$ cat src/rtl/shift_exu_pkg.sv
// Shared definitions for the execute-stage shift unit.
// Holds the 3-bit op-code constants, the FSM state type and a rotate-decode helper.
package shift_exu_pkg;

  localparam logic [2:0] SHIFT_OP_SLL = 3'd0;
  localparam logic [2:0] SHIFT_OP_SRL = 3'd1;
  localparam logic [2:0] SHIFT_OP_SRA = 3'd2;
  localparam logic [2:0] SHIFT_OP_ROL = 3'd3;
  localparam logic [2:0] SHIFT_OP_ROR = 3'd4;

  localparam int unsigned SHIFT_WORD_LEN = 32;

  typedef enum logic {
    SHIFT_ST_IDLE = 1'b0,
    SHIFT_ST_ROT  = 1'b1
  } shift_state_e;

  function automatic logic shift_is_rotate(input logic [2:0] op);
    return (op == SHIFT_OP_ROL) || (op == SHIFT_OP_ROR);
  endfunction

endpackage

$ cat src/rtl/shift_exu_buck_shift.sv
// buck_shift: combinational barrel shifter shared by every pass of the shift unit.
// Ports:
//   data_i   - value to shift
//   shamt_i  - shift amount
//   left_i   - 1: shift left, 0: shift right
//   arith_i  - right shifts replicate the sign bit when set
//   data_o   - shifted value
module buck_shift #(
  parameter int unsigned DATA_LEN  = 64,
  parameter int unsigned SHAMT_LEN = 6
) (
  input  logic [DATA_LEN-1:0]  data_i,
  input  logic [SHAMT_LEN-1:0] shamt_i,
  input  logic                 left_i,
  input  logic                 arith_i,
  output logic [DATA_LEN-1:0]  data_o
);

  always_comb begin
    data_o = '0;
    if (left_i) begin
      data_o = data_i << shamt_i;
    end else if (arith_i) begin
      data_o = $unsigned($signed(data_i) >>> shamt_i);
    end else begin
      data_o = data_i >> shamt_i;
    end
  end

endmodule

$ cat src/rtl/shift_exu.sv
// shift_exu: RV64 execute-stage shift/rotate unit.
// Single-pass ops (shifts, word rotates, reserved) produce a result one cycle after
// accept; 64-bit rotates take a second pass through the same shifter (state ROT).
// Ports:
//   clk, rst_n (sync, active-low), flush (kills pending and in-flight results)
//   in_valid/in_ready/in_op/in_word/in_src1/in_shamt/in_rd - issue handshake
//   out_valid/out_ready/out_data/out_rd                    - registered writeback result
module shift_exu
  import shift_exu_pkg::*;
#(
  parameter int unsigned DATA_LEN  = 64,
  parameter int unsigned SHAMT_LEN = 6
) (
  input  logic                 clk,
  input  logic                 rst_n,
  input  logic                 flush,
  input  logic                 in_valid,
  output logic                 in_ready,
  input  logic [2:0]           in_op,
  input  logic                 in_word,
  input  logic [DATA_LEN-1:0]  in_src1,
  input  logic [SHAMT_LEN-1:0] in_shamt,
  input  logic [4:0]           in_rd,
  output logic                 out_valid,
  input  logic                 out_ready,
  output logic [DATA_LEN-1:0]  out_data,
  output logic [4:0]           out_rd
);

  localparam int unsigned WL = SHIFT_WORD_LEN;

  shift_state_e         state_q, state_d;
  logic                 out_valid_q, out_valid_d;
  logic [DATA_LEN-1:0]  out_data_q, out_data_d;
  logic [4:0]           out_rd_q, out_rd_d;
  logic [DATA_LEN-1:0]  rot_part_q, rot_part_d;
  logic [DATA_LEN-1:0]  rot_src_q, rot_src_d;
  logic [SHAMT_LEN-1:0] rot_shamt_q, rot_shamt_d;
  logic                 rot_left_q, rot_left_d;
  logic [4:0]           rot_rd_q, rot_rd_d;

  logic                 accept;
  logic                 rot64;
  logic [WL-1:0]        src_w;
  logic [SHAMT_LEN-1:0] shamt_w;
  logic [DATA_LEN-1:0]  sh_data, sh_res, single_res;
  logic [SHAMT_LEN-1:0] sh_amt;
  logic                 sh_left, sh_arith;

  assign in_ready = rst_n && !flush && (state_q == SHIFT_ST_IDLE) && (!out_valid_q || out_ready);
  assign accept   = in_valid && in_ready;
  assign rot64    = shift_is_rotate(in_op) && !in_word;
  assign src_w    = in_src1[WL-1:0];
  assign shamt_w  = {{(SHAMT_LEN-5){1'b0}}, in_shamt[4:0]};

  // Shifter operand mux: the incoming op in IDLE, the latched rotate in ROT.
  always_comb begin
    sh_data  = in_src1;
    sh_amt   = in_shamt;
    sh_left  = (in_op == SHIFT_OP_SLL) || (in_op == SHIFT_OP_ROL);
    sh_arith = (in_op == SHIFT_OP_SRA);
    if (state_q == SHIFT_ST_ROT) begin
      // Second half of the rotate: opposite direction by (DATA_LEN - n) mod DATA_LEN.
      sh_data  = rot_src_q;
      sh_amt   = '0 - rot_shamt_q;
      sh_left  = !rot_left_q;
      sh_arith = 1'b0;
    end else if (in_word) begin
      sh_amt = shamt_w;
      case (in_op)
        SHIFT_OP_SRL: sh_data = {{(DATA_LEN-WL){1'b0}}, src_w};
        SHIFT_OP_SRA: sh_data = {{(DATA_LEN-WL){src_w[WL-1]}}, src_w};
        // Doubled word: the rotated value lands in the low (ROR) or high (ROL) half.
        SHIFT_OP_ROL,
        SHIFT_OP_ROR: sh_data = {{(DATA_LEN-2*WL){1'b0}}, src_w, src_w};
        default:      sh_data = in_src1;
      endcase
    end
  end

  buck_shift #(
    .DATA_LEN (DATA_LEN),
    .SHAMT_LEN(SHAMT_LEN)
  ) u_buck_shift (
    .data_i (sh_data),
    .shamt_i(sh_amt),
    .left_i (sh_left),
    .arith_i(sh_arith),
    .data_o (sh_res)
  );

  always_comb begin
    single_res = sh_res;
    if (in_op > SHIFT_OP_ROR) begin
      single_res = '0;
    end else if (in_word) begin
      if (in_op == SHIFT_OP_ROL) begin
        single_res = {{(DATA_LEN-WL){sh_res[2*WL-1]}}, sh_res[2*WL-1:WL]};
      end else begin
        single_res = {{(DATA_LEN-WL){sh_res[WL-1]}}, sh_res[WL-1:0]};
      end
    end
  end

  always_comb begin
    state_d     = state_q;
    out_valid_d = out_valid_q;
    out_data_d  = out_data_q;
    out_rd_d    = out_rd_q;
    rot_part_d  = rot_part_q;
    rot_src_d   = rot_src_q;
    rot_shamt_d = rot_shamt_q;
    rot_left_d  = rot_left_q;
    rot_rd_d    = rot_rd_q;
    if (flush) begin
      state_d     = SHIFT_ST_IDLE;
      out_valid_d = 1'b0;
      rot_part_d  = '0;
      rot_src_d   = '0;
      rot_shamt_d = '0;
      rot_left_d  = 1'b0;
      rot_rd_d    = '0;
    end else if (state_q == SHIFT_ST_ROT) begin
      // Output register is free here: entering ROT required it to drain.
      state_d     = SHIFT_ST_IDLE;
      out_valid_d = 1'b1;
      out_data_d  = sh_res | rot_part_q;
      out_rd_d    = rot_rd_q;
    end else begin
      if (out_valid_q && out_ready) begin
        out_valid_d = 1'b0;
      end
      if (accept) begin
        if (rot64) begin
          state_d     = SHIFT_ST_ROT;
          rot_part_d  = sh_res;
          rot_src_d   = in_src1;
          rot_shamt_d = in_shamt;
          rot_left_d  = (in_op == SHIFT_OP_ROL);
          rot_rd_d    = in_rd;
        end else begin
          out_valid_d = 1'b1;
          out_data_d  = single_res;
          out_rd_d    = in_rd;
        end
      end
    end
  end

  always_ff @(posedge clk) begin
    if (!rst_n) begin
      state_q     <= SHIFT_ST_IDLE;
      out_valid_q <= 1'b0;
      out_data_q  <= '0;
      out_rd_q    <= '0;
      rot_part_q  <= '0;
      rot_src_q   <= '0;
      rot_shamt_q <= '0;
      rot_left_q  <= 1'b0;
      rot_rd_q    <= '0;
    end else begin
      state_q     <= state_d;
      out_valid_q <= out_valid_d;
      out_data_q  <= out_data_d;
      out_rd_q    <= out_rd_d;
      rot_part_q  <= rot_part_d;
      rot_src_q   <= rot_src_d;
      rot_shamt_q <= rot_shamt_d;
      rot_left_q  <= rot_left_d;
      rot_rd_q    <= rot_rd_d;
    end
  end

  assign out_valid = out_valid_q;
  assign out_data  = out_data_q;
  assign out_rd    = out_rd_q;

endmodule

$ cat config.mk
export PLATFORM = sky130hd
export DESIGN_NAME = shift_exu
export DESIGN_NICKNAME = d
export VERILOG_FILES = /design/src/rtl/shift_exu_pkg.sv /design/src/rtl/shift_exu_buck_shift.sv /design/src/rtl/shift_exu.sv
export SDC_FILE = /design/constraint.sdc
export NUM_CORES = 1
export LEC_CHECK = 0
export ABC_AREA = 1
export CAP_MARGIN = 25
export CELL_PAD_IN_SITES_DETAIL_PLACEMENT = 1
export CELL_PAD_IN_SITES_GLOBAL_PLACEMENT = 2
export CORE_MARGIN = 2
export CORE_UTILIZATION = 31
export DETAILED_ROUTE_END_ITERATION = 10
export PLACE_DENSITY = 0.89
export SYNTH_ARGS = -nofsm -noshare
export SYNTH_HDL_FRONTEND = slang
export SYNTH_SLANG_ARGS = --single-unit
export TNS_END_PERCENT = 10
$ cat constraint.sdc
create_clock -name clk -period 2.9 [get_ports clk]
set_input_delay 0.29 -clock clk [delete_from_list [all_inputs] [get_ports clk]]
set_output_delay 0.29 -clock clk [all_outputs]
set_load 0.005 [all_outputs]
---- Yosys cells after proc, flatten, opt, wreduce, memory -nomap -nowiden ----
Cells that the tools add are included.
word-level totals
  register bits after elaboration ......... 211
  bits of input ports ..................... 84
  output and inout port bits .............. 71
  logic and storage cells ................. 67
operators by class
  add/sub/neg operators ................... 1
  order comparisons ....................... 1
  equal/unequal tests ..................... 5
  shift operators ......................... 3
  muxes and demuxes ....................... 23
  bitwise logic cells ..................... 5
  reductions and logical operators ........ 20
operators by type and width
  cell                   count
  $mux W64               10
  $pmux W64 S3           1
  $or A64 B64 Y64        1
  $shl A64 B6 Y64        1
  $shr A64 B6 Y64        1
  $sshr A64 B6 Y64       1
  $mux W5                3
  $mux W6                2
  $mux W1                7
  $eq A3 B2 Y1 const B   2
  $logic_and A1 B1 Y1    6
  $reduce_and A3 Y1      2
  $sub A1 B6 Y6 const A  1
  $logic_not A1 Y1       4
  $not A1 Y1             4
  $reduce_or A2 Y1       2
  $reduce_or A4 Y1       1
  $eq A3 B1 Y1 const B   1
  $eq A3 B3 Y1 const B   1
  $gt A3 B3 Y1 const B   1
  $logic_not A3 Y1       1
  $logic_or A1 B1 Y1     3
  $ne A2 B2 Y1 const B   1
  $reduce_bool A2 Y1     1

---- Longest topological paths before layout ----
  depth after elaboration ................. 14
  gate-level depth with buffers ........... 27
  mapped depth without buffers ............ 25

---- Hierarchy ----
From an unflattened synthesis, not the netlist that was laid out.
unflattened totals
  cells, all modules ...................... 3,647
  area total of the unflattened synthesis .. 19,401.1 µm²
modules (own cells, without submodules)
  module      instances  cells each  area each (µm²)
  shift_exu   1          1,825       11,060.6
  buck_shift  1          1,822       8,340.5

---- Least setup slack after synthesis ----
Ideal clock, no wire load.
  kind .................................... register to register
  start ................................... register rot_shamt_q[0]
  end ..................................... register out_data_q[5] (netlist: out_data[5])
  arrival ................................. 2.453 ns
  required time ........................... 2.783 ns
  slack ................................... 0.329 ns
  stages on the path, launching flop included .. 21
  path buffers ............................ 4
  cell sequence ........................... dfxtp_1 -> inv_1 -> ha_1 -> nand2_2 -> o21ai_4 -> buf_6 -> buf_6 -> buf_2 -> buf_4 -> o21ai_0 -> nand2_1 -> nand3_1 -> o211ai_1 -> nand2_1 -> inv_1 -> a21oi_1 -> nand3_1 -> a21oi_1 -> o21ai_0 -> nor2_1 -> nor2_1
on the way
  cells in the longest elaborated chain, start to end .. 11
  elaborated cells on any way between the ends .. 14
  classes of those cells .................. 1 x add/sub; 3 x shift; 9 x mux; 1 x bitwise
RTL lines
  item                                                 RTL line                                                source
  start: declaration                                   shift_exu.sv:38                                         logic [SHAMT_LEN-1:0] rot_shamt_q, rot_shamt_d;
  start signal: assignment                             shift_exu.sv:168                                        rot_shamt_q <= rot_shamt_d;
  $sub A1 B6 Y6 *                                      shift_exu.sv:65                                         sh_amt = '0 - rot_shamt_q;
  $mux W6 *                                            shift_exu.sv:62                                         if (state_q == SHIFT_ST_ROT) begin
  $shr A64 B6 Y64 or $sshr A64 B6 Y64 (tied branches)  shift_exu_buck_shift.sv:26, shift_exu_buck_shift.sv:24
  $mux W64                                             shift_exu_buck_shift.sv:23                              end else if (arith_i) begin
  $mux W64 *                                           shift_exu_buck_shift.sv:21                              if (left_i) begin
  $mux W64                                             shift_exu.sv:97                                         if (in_op == SHIFT_OP_ROL) begin
  $mux W64                                             shift_exu.sv:96                                         end else if (in_word) begin
  $mux W64                                             shift_exu.sv:94                                         if (in_op > SHIFT_OP_ROR) begin
  $mux W64                                             shift_exu.sv:134                                        if (rot64) begin
  $mux W64                                             shift_exu.sv:133                                        if (accept) begin
  $mux W64 *                                           shift_exu.sv:123                                        end else if (state_q == SHIFT_ST_ROT) begin
  end signal: assignment                               shift_exu.sv:164                                        out_data_q <= out_data_d;
  end: declaration                                     shift_exu.sv:34                                         logic [DATA_LEN-1:0] out_data_q, out_data_d;
Every way passes the cells marked *; elsewhere a longest branch is shown, timed or not. The select of a mux whose other input is x is not followed.
A chain may end at the register's enable or synchronous reset.

---- Worst setup path in the final report ----
  start ................................... register state_q
  end ..................................... register out_data_q[54] (netlist: out_data[54])
on the way
  cells in the longest elaborated chain, start to end .. 10
  elaborated cells on any way between the ends .. 23
  classes of those cells .................. 1 x eq/ne; 3 x shift; 12 x mux; 2 x bitwise; 5 x reduce/logical
RTL lines
  item                                                 RTL line                                                source
  start: declaration                                   shift_exu.sv:32                                         shift_state_e state_q, state_d;
  start signal: assignment                             shift_exu.sv:162                                        state_q <= state_d;
  $mux W64 or $mux W6 (tied branches)                  shift_exu.sv:62
  $shr A64 B6 Y64 or $sshr A64 B6 Y64 (tied branches)  shift_exu_buck_shift.sv:26, shift_exu_buck_shift.sv:24
  $mux W64                                             shift_exu_buck_shift.sv:23
  $mux W64                                             shift_exu_buck_shift.sv:21
  $mux W64                                             shift_exu.sv:97
  $mux W64                                             shift_exu.sv:96
  $mux W64                                             shift_exu.sv:94
  $mux W64                                             shift_exu.sv:134
  $mux W64                                             shift_exu.sv:133
  $mux W64                                             shift_exu.sv:123
Several ways; a longest one is shown, not always the timed one. The select of a mux whose other input is x is not followed.

==> out/metrics.yaml <==
sta:
  finalCriticalPeriod_ns: 3.08
  finalHoldViolCount: 0
  tightestPinTransition_ns: 0.811
  slew_viol_final: 0
  fmax_mhz: 325
  rsz0062_at_grt: "yes"
  final.setup_skew_ns: 0.0266
  setup_tns_ns: -6.56
  setup_viol: 64
  layout_setup_ws_ns: -0.182
  min_period_over_period: 1.06
  relSlewSlack: 0.459
placement:
  dp_hpwl_um: 84000
  numPortBuffers: 154
  dp_slack_ns: -0.948
  placedCellCount: 4784
  gp_congestion: 0.994
cts:
  cts_buffer_depth: 3
  clk_pin_slew_ns: 0.06
  cts_root_buf: "clkbuf_16"
  clk_latency_ns: 0.60
  tritoncts: "done"
  numCtsBuffers: 26
  htreeDepth: 1
  cts.sinks: 211
worst_setup_path:
  path_buf_inv: 5
  cp.arrival_ns: 3.55
  path_max_fanout: 8
  r2r-start: "state_q$_SDFF_PP0_"
  r2r_slack_ns: -0.18
  endpoint_kind: "register"
  cp_data_required_time_ns: 3.36
  reg2reg_depth: 19
  max_stage_delay_ns: 0.40
  crit_type: "register to register"
  cp_cell_sequence: "buf_4 > o21ai_0 > nand2_1 > nand2_1 > inv_1 > o21ai_1 > buf_4 > nand2_4 > o21ai_4 > o21ai_2 > or2_1 > buf_4 > nand3_1 > nand3_4 > nand3_4 > buf_12 > nor2_1 > nor2_1 > nor2_1"
  reg2reg_to: "out_data[54]$_SDFFE_PN0P_"
  slowest_stage: "dfxtp_4"
  crit_cells: 19
  path_delay_family: "simple AND/OR/NAND/NOR gates"
  critPathLaunchType: "register"
routing:
  num_vias: 27261
  drtIter0Drc: 2493
  drt_pre_antenna_iters: 7
  wire_per_inst_um: 22.8
  route.detailed.drc: 0
  routed_wl_um: 111000
  antenna_left: 0
  viasPerCell: 5.59
layout:
  fin_util: 0.455
  n_fill_cell: 8352
  finalNetCount: 4096
  fin_cells: 4873
  post_route_cells_drive_above_1_share: 0.258
  area_growth_pct: 45.9
die:
  dieArea_mm2: 0.0650
  die_height_um: 255
  num_io_pins: 155
  core_mm2: 0.0626
  rows: 92
  fp.dieW_um: 255
  start_util: 0.312
global_routing:
  grt_pass1_wl_um: 165000
  grt_pass1_vias: 27180
  grt_max_degree: 118
  antenna_found_initial: 3
  globalRouteOverflowTotal: 0
  grt.total_usage: 0.332
synth:
  yosys_warnings: 0
  avgSynthCellArea_um2: 5.52
  syn_area_mm2: 0.0195
  syn_inst: 3537
  ys_types: 45
  ys_seq_elements: 211
  seq_area_frac_synth: 0.216
  synth_fp_nets: 3622
worst_hold_path:
  hold_path_startpoint: "in_src1[61]"
  hold_class: "input port to register"
  min_path_cells: 3
  hold_path_end: "rot_src_q[61]$_SDFFE_PP0P_"
flow_run:
  cap_violations: 0
power_and_ir_drop:
  ir_drop_mv: 0.409
  power_leakage_nw: 13.2
  power_per_cell_area_mw_per_mm2: 407
outcome:
  violations: "setup timing"
  outcome: "finished, violations left"
## through the flow
step	power (mW)	hold slack (ns)	area, µm²
2_1_floorplan	5.42	0.418	19500
3_3_place_gp	7.68	0.442	25400
3_5_place_dp	7.73	0.449	25400
4_1_cts	11.2	0.262	27300
5_1_grt	12.1	0.311	28500
6_report	11.6	0.274	28500
## cell usage after synthesis (all sizes together)
cell	count	share of area
nor2b	1	0.00032
o21bai	3	0.0013
o31ai	1	0.00038
nor3	1	0.00051
xor2	2	0.00090
buf	163	0.051
o22ai	2	0.00064
clkbuf	108	0.021
xnor2	1	0.00045
a21boi	1	0.00038
dfxtp	211	0.22
nand4	23	0.0074
nor2	291	0.057
a21oi	226	0.058
ha	1	0.00064
o21a	12	0.0046
a21o	2	0.00077
inv	213	0.041
and2	1	0.00032
nand2	1034	0.20
a31oi	17	0.0054
mux2i	5	0.0026
or2	28	0.0090
nand3	706	0.19
nand3b	10	0.0038
o211ai	31	0.012
o21ai	443	0.12
## sequential cells by signal, indices dropped and copies added (netlist names)
| signal | flops |
|---|---|
| out_data | 64 |
| out_rd | 5 |
| out_valid | 1 |
| rot_left_q | 1 |
| rot_part_q | 64 |
| rot_rd_q | 5 |
| rot_shamt_q | 6 |
| rot_src_q | 64 |
| state_q | 1 |
## worst max-delay path by stage
stage / slack [ns] / to / start
5_1_grt: -0.33 / out_data[24]$_SDFFE_PN0P_ / rot_shamt_q[0]$_SDFFE_PP0P_
3_3_place_gp: -0.96 / out_data[57]$_SDFFE_PN0P_ / in_op[1]
4_1_cts: -0.1 / out_data[39]$_SDFFE_PN0P_ / state_q$_SDFF_PP0_
2_1_floorplan: 0.33 / out_data[5]$_SDFFE_PN0P_ / rot_shamt_q[0]$_SDFFE_PP0P_
3_5_place_dp: -0.95 / out_data[16]$_SDFFE_PN0P_ / in_op[1]
6_report: -0.18 / out_data[54]$_SDFFE_PN0P_ / state_q$_SDFF_PP0_
## tightest hold or removal path, stage by stage
cell	delay (ns)
clkdlybuf4s50_1	0.39
inv_1	0.07
a21oi_1	0.06
## metal layers
layer  up-vias  global-route usage  wire length (µm)
li1      12758                   -                 -
met1     13294               0.436             46800
met2       981               0.547             51100
met3       224              0.0492              8410
met4         4               0.128              4980
met5         -                   0                27
## cell type report
class                   instances  area [µm²]  share of cell area
flip-flops and latches        211        4230               0.148
clock buffers                  37         742              0.0260
multi-input cells            2842       14700               0.517
inverters                     213         832              0.0292
diodes                          1        2.50           0.0000878
repair buffers                717        6850               0.240
clock inverters                 6        46.3             0.00163
well taps                     846        1060              0.0372
## where the power goes
part	switching, mW	internal, mW
registers	0.0353	2.95
clock network	1.41	1.76
logic	3.40	2.04
total	4.84	6.76
## logic make-up (layout without fill, tap and decap cells)
family | Yosys count | count (layout) | share of synthesized area
AOI/OAI and AO/OA | 738 | 738 | 0.200
xor gates and xnor gates | 3 | 3 | 0.00135
adders and majority gates | 1 | 1 | 0.000641
buffers and inverters | 484 | 973 | 0.113
DFF | 211 | 211 | 0.216
muxes | 5 | 5 | 0.00256
other | 0 | 1 | 0
and+or+nand+nor | 2095 | 2095 | 0.466
## what timing repair did
action                                  in CTS  in global routing
setup buffers                               15                 16
pin swaps                                   43                 58
endpoints found under the setup margin     110                119
gates cloned                                 9                  5
gates resized for setup                    254                266
hold buffers                                 0                  0
## placed cells by master (no fill, tap or decap), types with 6 or more instances in the layout
master	n
o21a_1	11
nand3b_1	10
a21oi_2	13
clkbuf_1	6
a31oi_1	14
o21ai_4	12
or2_1	13
nor2_1	263
nor2_2	23
or2_2	8
nand2_1	929
buf_16	9
a21oi_1	211
nand3_1	547
buf_4	475
o21ai_1	101
clkdlybuf4s50_1	149
nand2_4	12
inv_1	187
o21ai_2	68
nand4_1	23
o21ai_0	262
inv_2	19
buf_12	57
buf_6	14
dfxtp_1	208
nand3_4	17
nand3_2	142
clkbuf_16	31
nand2_2	93
o211ai_1	31
Power figures use the tool's default switching activity.
